--- src/rtl/seq_scan_ctrl.sv ---
// Word-level controller that shifts a parallel word MSB-first through an
// overlapping pattern matcher and returns the match count over valid/ready.
module seq_scan_ctrl #(
   parameter int WORD_W = 16,
   parameter int PAT_W  = 4,
   parameter int CNT_W  = 5
) (
   input  logic              clk,
   input  logic              rst,
   input  logic              in_valid,
   output logic              in_ready,
   input  logic [WORD_W-1:0] in_data,
   input  logic [PAT_W-1:0]  pat,
   output logic              out_valid,
   input  logic              out_ready,
   output logic [CNT_W-1:0]  out_count,
   output logic              match_pulse,
   output logic              busy
);

   localparam int BW = $clog2(WORD_W + 1);
   localparam int FW = $clog2(PAT_W + 1);

   typedef enum logic [1:0] {IDLE, SHIFT, REPORT} state_t;

   state_t            state, state_next;
   logic [WORD_W-1:0] shreg;
   logic [PAT_W-1:0]  pat_reg;
   logic [PAT_W-1:0]  hist, hist_next;
   logic [FW-1:0]     fill, fill_next;
   logic [BW-1:0]     bit_cnt;
   logic [CNT_W-1:0]  count;
   logic              accept;
   logic              match;
   logic              last_bit;

   always_ff @(posedge clk or posedge rst) begin
      if (rst) state <= IDLE;
      else     state <= state_next;
   end

   always_comb begin
      state_next = state;
      in_ready   = 1'b0;
      out_valid  = 1'b0;
      busy       = 1'b1;
      accept     = 1'b0;
      hist_next  = {hist[PAT_W-2:0], shreg[WORD_W-1]};
      fill_next  = (fill == FW'(PAT_W)) ? fill : fill + FW'(1);
      last_bit   = (bit_cnt == BW'(WORD_W - 1));
      // Fill gating suppresses matches against the cleared history at word start.
      match      = (state == SHIFT) && (fill_next >= FW'(PAT_W)) &&
                   (hist_next == pat_reg);
      case (state)
         IDLE: begin
            in_ready = 1'b1;
            busy     = 1'b0;
            if (in_valid) begin
               accept     = 1'b1;
               state_next = SHIFT;
            end
         end
         SHIFT: begin
            if (last_bit) state_next = REPORT;
         end
         REPORT: begin
            out_valid = 1'b1;
            if (out_ready) state_next = IDLE;
         end
         default: state_next = IDLE;
      endcase
   end

   always_ff @(posedge clk or posedge rst) begin
      if (rst) begin
         shreg       <= '0;
         pat_reg     <= '0;
         hist        <= '0;
         fill        <= '0;
         bit_cnt     <= '0;
         count       <= '0;
         match_pulse <= 1'b0;
      end else begin
         match_pulse <= match;
         if (accept) begin
            shreg   <= in_data;
            pat_reg <= pat;
            hist    <= '0;
            fill    <= '0;
            bit_cnt <= '0;
            count   <= '0;
         end else if (state == SHIFT) begin
            shreg   <= {shreg[WORD_W-2:0], 1'b0};
            hist    <= hist_next;
            fill    <= fill_next;
            bit_cnt <= bit_cnt + BW'(1);
            if (match) count <= count + CNT_W'(1);
         end
      end
   end

   assign out_count = count;

endmodule

--- config.mk ---
export PLATFORM = sky130hd
export DESIGN_NAME = seq_scan_ctrl
export DESIGN_NICKNAME = d
export VERILOG_FILES = /design/src/rtl/seq_scan_ctrl.sv
export SDC_FILE = /design/constraint.sdc
export NUM_CORES = 1
export LEC_CHECK = 0
export ABC_CLOCK_PERIOD_IN_PS = 2650
export BUFFER_PORTS_ARGS = -buffer_cell sky130_fd_sc_hd__buf_2
export CAP_MARGIN = 30
export CORE_MARGIN = 2
export CORE_UTILIZATION = 55
export DETAILED_ROUTE_END_ITERATION = 8
export GPL_TIMING_DRIVEN = 0
export PLACE_DENSITY = 0.78
export SETUP_SLACK_MARGIN = 0.4
export SYNTH_ARGS = -nofsm -noshare
export SYNTH_HDL_FRONTEND = slang
export SYNTH_SLANG_ARGS = --single-unit
--- constraint.sdc ---
create_clock -name clk -period 2.65 [get_ports clk]
set_input_delay 0.53 -clock clk [delete_from_list [all_inputs] [get_ports clk]]
set_output_delay 0.53 -clock clk [all_outputs]
set_load 0.1 [all_outputs]
==> results of run 1 <==
==> through the flow <==
step	setup slack [ns]	hold slack (ns)	cells	total power, mW	instance area (um^2)
after floorplan	0.581	0.446	182	1.81	1780
after global placement	0.792	0.459	258	1.97	1990
after detailed placement	0.841	0.463	259	2.04	2010
after CTS	0.705	0.377	265	2.31	2050
after global routing	0.652	0.364	265	2.48	2050
final	0.721	0.376	265	2.29	2050
==> power by group through the flow <==
stage	Clock (mW)	Sequential [mW]	Combinational [mW]
3_3_place_gp	0	1.01	0.965
6_report	0.268	1.01	1.01
3_5_place_dp	0	1.02	1.01
4_1_cts	0.278	1.01	1.02
5_1_grt	0.305	1.05	1.13
2_1_floorplan	0	1.11	0.691
==> worst max-delay path: stages, from the launching register on <==
cell     delay [ns]
dfrtp_1        0.44
nor2b_2        0.19
buf_2          0.43
==> cell type report <==
| class | instances | share of cell area |
|---|---|---|
| well taps | 44 | 0.0268 |
| inverters | 8 | 0.0146 |
| repair buffers | 33 | 0.0854 |
| flip-flops and latches | 39 | 0.476 |
| clock buffers | 6 | 0.0201 |
| multi-input cells | 127 | 0.358 |
| plain buffers | 8 | 0.0195 |
==> Yosys cell counts <==
cell       n  area, um^2
nand2_1   57         214
dfrtp_1   39         976
a22oi_1   15         113
o21ai_0   10        50.1
inv_1      8        30.0
a21oi_1    5        25.0
clkbuf_1   5        18.8
ha_1       5        62.6
nand3_1    5        25.0
nor2_1     4        15.0
xnor2_1    4        35.0
o31ai_1    3        22.5
or4_1      3        22.5
a22o_1     2        17.5
buf_2      2        10.0
mux2i_1    2        20.0
nand4_1    2        12.5
and2b_1    1        7.51
and3_1     1        6.26
and4b_1    1        10.0
buf_6      1        11.3
mux2_2     1        11.3
nand2b_1   1        6.26
nand3b_1   1        7.51
nor2b_1    1        6.26
nor3_1     1        5.00
nor3b_1    1        7.51
o211ai_4   1        21.3
==> cells by family after synthesis <==
logic type / after synthesis
adders and majority gates: 5
xor gates and xnor gates: 4
and+or+nand+nor: 79
buffers and inverters: 16
DFF: 39
muxes: 3
AOI/OAI and AO/OA: 36
==> worst max path at each step <==
stage | start | end | slack (ns) | cells after the start
6_report | state[1]$_DFFE_PP0P_ | out_valid | 0.72 | 2
5_1_grt | state[1]$_DFFE_PP0P_ | out_valid | 0.65 | 2
4_1_cts | state[1]$_DFFE_PP0P_ | out_valid | 0.71 | 2
3_5_place_dp | in_valid | fill[0]$_DFFE_PP0P_ | 0.84 | 5
3_3_place_gp | rst | match_pulse$_DFF_PP0_ | 0.79 | 2
2_1_floorplan | state[0]$_DFFE_PP0P_ | busy | 0.58 | 2
==> routing by layer <==
metal | vias up | part of all wire
met5 | - | 0
met4 | 0 | 0.023
met3 | 9 | 0.045
met2 | 34 | 0.52
met1 | 674 | 0.41
li1 | 694 | -
==> run metrics, run 1 <==
I/O pins 33; status complete, no violations; CTS tree done; hold endpoint pat_reg[0]$_DFFE_PP0P_; reg2reg path depth 5; Die Area 3690 um^2; Global Route Usage Sum 0.221; Overflow after GRT 0; Hold Crit Class in2reg; critical path type reg2out; crit path time final 1.93 ns; DR WL/cell 13.1 um; mean post-synth cell area 9.72 um^2; met2 GRT Util 0.390; drt initial violations 52; IO buf count 32; crit path max fanout 5; footprint of the multi-input gates 733 um^2; hold path cells 3; Cell variety after synth 28; initial antenna violation count 0; Arrival @ worst endpoint 1.40 ns; Gate Count Post-Synth 182; reg2reg end out_count[4]$_DFFE_PP0P_; pin count of the biggest net entering global routing 26; synthesized area 1770 um^2; HP Start pat[0]; share of layout cells above drive strength 1 0.204; Post-layout nets 251; area added between synthesis and finish 15.9%; largest family of logic cells by synthesized area simple AND/OR/NAND/NOR gates; pwr/cell area 1120 nW/um^2; diode count 0; Syn Nets 211; Max-Cap Viols 0; Setup Skew 0.00808 ns; CP Launch Type register; Hold Buf Count CTS 0; clock latency on the worst-skew pair 0.34 ns; register area 976 um^2; Final Hold Viols 0; Via Count 1411; switching share of power 0.443; LEAKAGE 1.02 nW; utilization after layout 0.672; total setup buffers inserted after CTS 0; Final ANT Viol Nets 0; TritonRoute pass-1 iters 4; CTS buffer count 5; Slew HR 0.374; Placer Congestion 0.787; GR peak layer met2; Die Ht 60.7 um; Max Slew Vio Count 0; H-tree lvl count 2; commonest non-fill, non-tap cell in the layout nand2_1; Synth Area in XOR/XNOR 0.0198; VDD IR max 0.468 mV; compound-cell area share of the yosys netlist 0.141; Fmax 518 MHz; multiplexer share of the synthesized area 0.0177; setup violators final 0; Internal 1.28 mW; Yosys warnings 0; worst-margin pin slew 0.939 ns; Clock Path Buffers 2; post-synthesis simple-gate area fraction 0.195; Die Span X 60.7 um; setup TNS 0 ns; Worst setup EP type primary output; Gate power share 0.441; num rows 20; sequential share of power 0.442; Detailed Place HPWL 2610 um; reg-to-reg startpoint fill[0]$_DFFE_PP0P_; Most flops, register shreg; Global Route met1 Usage 0.254; GR Layer Usage met3 0.0704; post-CTS sizing 0; commonest cells after routing, fill and taps aside 57 x nand2_1, 39 x dfrtp_1, 34 x buf_2, 15 x a22oi_1, 10 x o21ai_0; unrepaired setup endpoints after global routing no; Post-Synth Adder-Cell Area 0.0354; DRC 0; Sw Pwr 1.01 mW; Initial Util 0.580; clk slew on worst S/H paths 0.11 ns; number of flip-flops in the largest register 16; sequential area share after synthesis 0.552; Layout fillers 277; R2R Setup Slk 0.83 ns; final wirelength 3480 um; synthesized flop and latch total 39; CTS root buf clkbuf_4; first-pass GRT wire length 5930 um; Vias/cell 5.32; vias in the first global route 1403; clock group share of total power 0.117; fin crit share 0.728; CTS Sinks 39; CORE AREA 3050 um^2; CP required 2.12 ns
No activity file was read; power rests on OpenSTA's default activity.
==> inputs of run 2 (changes only) <==
--- a/config.mk
+++ b/config.mk
@@ -5,14 +5,14 @@
 export SDC_FILE = /design/constraint.sdc
 export NUM_CORES = 1
 export LEC_CHECK = 0
-export ABC_CLOCK_PERIOD_IN_PS = 2650
+export ABC_CLOCK_PERIOD_IN_PS = 1600
 export BUFFER_PORTS_ARGS = -buffer_cell sky130_fd_sc_hd__buf_2
 export CAP_MARGIN = 30
 export CORE_MARGIN = 2
-export CORE_UTILIZATION = 55
+export CORE_UTILIZATION = 49
 export DETAILED_ROUTE_END_ITERATION = 8
 export GPL_TIMING_DRIVEN = 0
-export PLACE_DENSITY = 0.78
+export PLACE_DENSITY = 0.74
 export SETUP_SLACK_MARGIN = 0.4
 export SYNTH_ARGS = -nofsm -noshare
 export SYNTH_HDL_FRONTEND = slang
==> constraint.sdc (replaced) <==
create_clock -name clk -period 1.6 [get_ports clk]
set_input_delay 0.32 -clock clk [delete_from_list [all_inputs] [get_ports clk]]
set_output_delay 0.32 -clock clk [all_outputs]
set_load 0.1 [all_outputs]
==> run metrics, run 2 (same netlist as run 1, synthesis figures left out) <==
status finished, violations left; violated checks setup timing; setup violators final 9; pre-CTS WS -0.0639 ns; sequential share of power 0.328; Max Slew Vio Count 0; clock group share of total power 0.105; CTS buffer count 5; Global Route Usage Sum 0.251; Final Hold Viols 0; CORE AREA 3390 um^2; Sw Pwr 2.44 mW; drt initial violations 87; final wirelength 5890 um; Final ANT Viol Nets 0; Die Ht 64.1 um; worst-margin pin slew 0.842 ns; Slew HR 0.438; initial antenna violation count 0; Fmax 572 MHz; I/O pins 33; DRC 0; Gate power share 0.567; pin count of the biggest net entering global routing 40; commonest non-fill, non-tap cell in the layout dfrtp_1; number of flip-flops in the largest register 16; unrepaired setup endpoints after global routing yes; crit path max fanout 5; final instance area 2880 um^2; share of layout cells above drive strength 1 0.626; pwr/cell area 1940 nW/um^2; diode count 0; IO buf count 32; Hold Crit Class in2async; Hold Buf Count CTS 0; Worst setup EP type register; switching share of power 0.436; H-tree lvl count 2; first-pass GRT wire length 7870 um; clock latency on the worst-skew pair 0.36 ns; placed cell areas 2040 um^2; Placer Congestion 0.747; Die Span X 64.1 um; utilization after layout 0.850; Layout fillers 158; CTS Sinks 39; commonest cells after routing, fill and taps aside 31 x dfrtp_1, 26 x nand2_2, 26 x nand2_1, 23 x buf_2, 15 x a22oi_2; Overflow after GRT 0; vias in the first global route 1642; Detailed Place HPWL 2570 um; VDD IR max 1.15 mV; num rows 21; R2R Setup Slk -0.15 ns; LEAKAGE 1.29 nW; Clock Path Buffers 2; area added between synthesis and finish 62.9%; fin crit share 1.09; Max-Cap Viols 0; Arrival @ worst endpoint 2.03 ns; Setup WS post-layout -0.148 ns; Initial Util 0.522; crit path time final 1.75 ns; critical path type reg2reg; Most flops, register shreg; CP required 1.88 ns; Tot Pwr 5.60 mW; Vias/cell 5.82; setup TNS -0.841 ns; Via Count 1700; CP Launch Type register; TritonRoute pass-1 iters 4; Setup Skew 0.0132 ns; CTS root buf clkbuf_4; Internal 3.16 mW; DR WL/cell 20.2 um; Post-layout nets 274; clk slew on worst S/H paths 0.12 ns; CTS tree done; Die Area 4110 um^2
-- run 2: cell types whose count changed in the layout (fill, tap and decap cells not counted), sizes merged --
cell / before / now
inv: 8 / 7
buf: 36 / 59
clkbuf: 11 / 13
clkinvlp: 0 / 1
-- run 2: path summary, 6_finish.rpt --
path                                        from                       end  cells after the start
max                        shreg[15]$_DFFE_PP0P_  out_count[2]$_DFFE_PP0P_                      5
min                                          rst    bit_cnt[4]$_DFFE_PP0P_                      2
max reg2reg                shreg[15]$_DFFE_PP0P_  out_count[2]$_DFFE_PP0P_                      5
min reg2reg                 shreg[7]$_DFFE_PP0P_      shreg[7]$_DFFE_PP0P_                      2
max in group asynchronous                    rst  out_count[1]$_DFFE_PP0P_                      2
min in group clk                     in_data[14]     shreg[14]$_DFFE_PP0P_                      3
-- run 2: what timing repair did --
| item | CTS | global route |
|---|---|---|
| setup endpoints to repair | 48 | 48 |
| pin swaps | 27 | 24 |
| gates cloned | 1 | 4 |
| buffers inserted | 12 | 7 |
| resized for setup | 85 | 71 |
| endpoints found under the hold margin | 0 | 0 |
-- run 2: stage by stage --
stage | hold WS, ns | cells
after floorplan | 0.292 | 182
after global placement | 0.458 | 260
after detailed placement | 0.464 | 260
after CTS | 0.133 | 281
after global routing | 0.154 | 292
final | 0.0951 | 292
-- run 2: critical path: stages (launching register included) --
cell and delay [ns]:
dfrtp_1 0.46, xnor2_1 0.29, nand4_1 0.19, buf_6 0.17
or4_1 0.41, a21oi_2 0.15
-- run 2: per-layer routing --
metal,vias to the layer above,routed length (um),GRT usage
met5,-,0,0
met4,0,254,0.130
met3,24,266,0.0493
met2,62,3160,0.431
met1,866,2210,0.299
li1,748,-,-
-- run 2: power groups by stage --
stage	clock (mW)	sequential, mW	combinational [mW]
2_1_floorplan	0	1.87	1.16
3_3_place_gp	0	1.69	1.62
3_5_place_dp	0	1.72	1.70
4_1_cts	0.583	1.75	2.46
5_1_grt	0.637	1.87	3.37
6_report	0.589	1.84	3.18
-- run 2: cell type report --
type,instances,area [um^2],area share
buffer,8,119,0.0413
tap,46,57.6,0.0200
clock buffer,8,68.8,0.0239
inverter,8,33.8,0.0117
multi-input combinational,127,1040,0.362
timing repair buffer,56,568,0.197
sequential,39,991,0.344
==> inputs of run 3 (changes only) <==
--- a/config.mk
+++ b/config.mk
@@ -5,6 +5,7 @@
 export SDC_FILE = /design/constraint.sdc
 export NUM_CORES = 1
 export LEC_CHECK = 0
+export ABC_AREA = 1
 export ABC_CLOCK_PERIOD_IN_PS = 1600
 export BUFFER_PORTS_ARGS = -buffer_cell sky130_fd_sc_hd__buf_2
 export CAP_MARGIN = 30
@@ -12,7 +13,7 @@
 export CORE_UTILIZATION = 49
 export DETAILED_ROUTE_END_ITERATION = 8
 export GPL_TIMING_DRIVEN = 0
-export PLACE_DENSITY = 0.74
+export PLACE_DENSITY = 0.73
 export SETUP_SLACK_MARGIN = 0.4
 export SYNTH_ARGS = -nofsm -noshare
 export SYNTH_HDL_FRONTEND = slang
==> run metrics, run 3 <==
Global Route Usage Sum 0.238; Placer Congestion 0.748; Final Hold Viols 0; unrepaired setup endpoints after global routing yes; crit path max fanout 3; ys async rst share 1.00; Die Area 4330 um^2; DRC 0; first-pass GRT wire length 7810 um; area added between synthesis and finish 59.8%; CP required 1.28 ns; Syn Nets 245; VDD IR max 1.43 mV; status complete, no violations; Synth area leaders dfrtp_1 52%, nand2_1 15%, nand3_1 5.6%; setup violators final 0; Initial Util 0.511; Vias/cell 5.56; reg-to-reg startpoint fill[1]$_DFFE_PP0P_; pwr/cell area 2330 nW/um^2; Setup Skew 0.00713 ns; CTS root buf clkbuf_8; TritonRoute pass-1 iters 4; LEAKAGE 1.52 nW; most common cell in the synthesized netlist nand2_1; IO buf count 32; Via Count 1858; post-synth top area share 0.521; CTS Sinks 39; DR WL/cell 17.6 um; Max-Cap Viols 0; commonest cells after routing, fill and taps aside 52 x nand2_1, 31 x dfrtp_1, 23 x buf_2, 19 x inv_1; mean post-synth cell area 8.67 um^2; I/O pins 33; number of flops mapped to enable cells by yosys 0; num rows 22; synthesized area 1870 um^2; Die Span X 65.8 um; fin crit share 0.929; Gate Count Post-Synth 216; Fmax 673 MHz; CORE AREA 3660 um^2; pin count of the biggest net entering global routing 40; vias in the first global route 1688; Setup WS post-layout 0.114 ns; synthesized flop and latch total 39; worst-margin pin slew 0.848 ns; Die Ht 65.8 um; clock group share of total power 0.094; switching share of power 0.469; final wirelength 5890 um; Primary FF master, synth dfrtp_1; number of flip-flops in the largest register 16; crit path time final 1.49 ns; Synth area leader dfrtp_1; Arrival @ worst endpoint 1.17 ns; CTS tree done; share of layout cells above drive strength 1 0.549; Slew HR 0.433; sequential share of power 0.261; Post-layout nets 314; Worst setup EP type primary output; most frequent cells after synthesis 76 x nand2_1, 39 x dfrtp_1, 21 x inv_1, 21 x nand3_1, 9 x o21ai_0; Hold Crit Class in2async; reg2reg path depth 9; Overflow after GRT 0; Gate power share 0.645; commonest non-fill, non-tap cell in the layout nand2_1; clk slew on worst S/H paths 0.08 ns; Layout fillers 175; drt initial violations 177; CP Launch Type register; Detailed Place HPWL 2520 um; Yosys warnings 0; CTS buffer count 5; H-tree lvl count 2; Internal 3.70 mW; Max Slew Vio Count 0; Clock Path Buffers 2; pre-CTS WS 0.122 ns; Cell variety after synth 28; clock latency on the worst-skew pair 0.29 ns; setup TNS 0 ns; Most flops, register shreg; reg2reg end out_count[2]$_DFFE_PP0P_; sequential area share after synthesis 0.521; Final ANT Viol Nets 0; initial antenna violation count 0; critical path type reg2out; Hold Buf Count CTS 0; Sw Pwr 3.28 mW; Fin Hold WS 0.181 ns; diode count 0; R2R Setup Slk 0.13 ns; Tot Pwr 6.98 mW; utilization after layout 0.817
-- run 3: cell types whose count changed after synthesis, sizes merged, moves of 7 or more --
cell	before	now
a22oi	15	1
inv	8	26
nand2	57	80
nand3	5	22
nor2	4	11
-- run 3: area by class of cell --
class                           instances  area [um^2]  area share
Buffer                                  6         95.1      0.0318
Clock buffer                            7         76.3      0.0255
Clock inverter                          1         5.00     0.00167
Inverter                               26          129      0.0431
Multi-Input combinational cell        145         1050       0.351
Sequential cell                        39          986       0.330
Tap cell                               48         60.1      0.0201
Timing Repair Buffer                   61          583       0.195
Timing Repair inverter                  1         6.26     0.00209
-- run 3: worst max-delay path: stages (launching register included) --
cell and delay (ns):
dfrtp_2 0.44, nor2_4 0.19, inv_2 0.08, buf_12 0.17
-- run 3: logic make-up after synthesis --
| group | after synthesis | synth area share |
|---|---|---|
| compound gates | 22 | 0.0729 |
| xor+xnor | 3 | 0.0140 |
| fa+ha+maj | 5 | 0.0334 |
| buf+inv | 32 | 0.0789 |
| flops | 39 | 0.521 |
| simple gates | 115 | 0.279 |
-- run 3: how the worst max path moves through the flow --
stage	from	end	slack [ns]	depth (start not counted)
global route	fill[1]$_DFFE_PP0P_	out_count[2]$_DFFE_PP0P_	0.04	9
global placement	fill[0]$_DFFE_PP0P_	out_count[4]$_DFFE_PP0P_	0.17	8
floorplan	state[0]$_DFFE_PP0P_	busy	-0.30	2
CTS	state[1]$_DFFE_PP0P_	busy	0.18	3
detailed placement	fill[0]$_DFFE_PP0P_	out_count[4]$_DFFE_PP0P_	0.12	8
finish	state[0]$_DFFE_PP0P_	busy	0.11	3
-- run 3: stage by stage --
step           cell area, um^2  std cells
3_5_place_dp              2180        296
5_1_grt                   2990        334
3_3_place_gp              2180        296
6_report                  2990        334
2_1_floorplan             1960        216
4_1_cts                   2650        326
-- run 3: power by group through the flow --
stage                     clock (mW)  combinational [mW]  sequential, mW
after global placement             0                2.53            1.75
after global routing           0.697                4.77            1.86
after floorplan                    0                1.75            2.10
after detailed placement           0                2.58            1.76
final                          0.658                4.50            1.82
after CTS                      0.651                3.52            1.72
-- run 3: what timing repair did --
item,4_1_cts,5_1_grt
pin swaps,7,13
endpoints found under the hold margin,0,0
buffers inserted,20,7
gates cloned,2,1
gates resized for setup,57,70
endpoints found under the setup margin,42,48
-- run 3: per-layer routing --
metal / up-vias / share of wire / global-route usage / routed length, um
li1: 829 / - / - / -
met3: 34 / 0.051 / 0.0409 / 298
met5: - / 0 / 0 / 0
met1: 915 / 0.40 / 0.329 / 2350
met2: 80 / 0.49 / 0.389 / 2910
met4: 0 / 0.057 / 0.0625 / 335
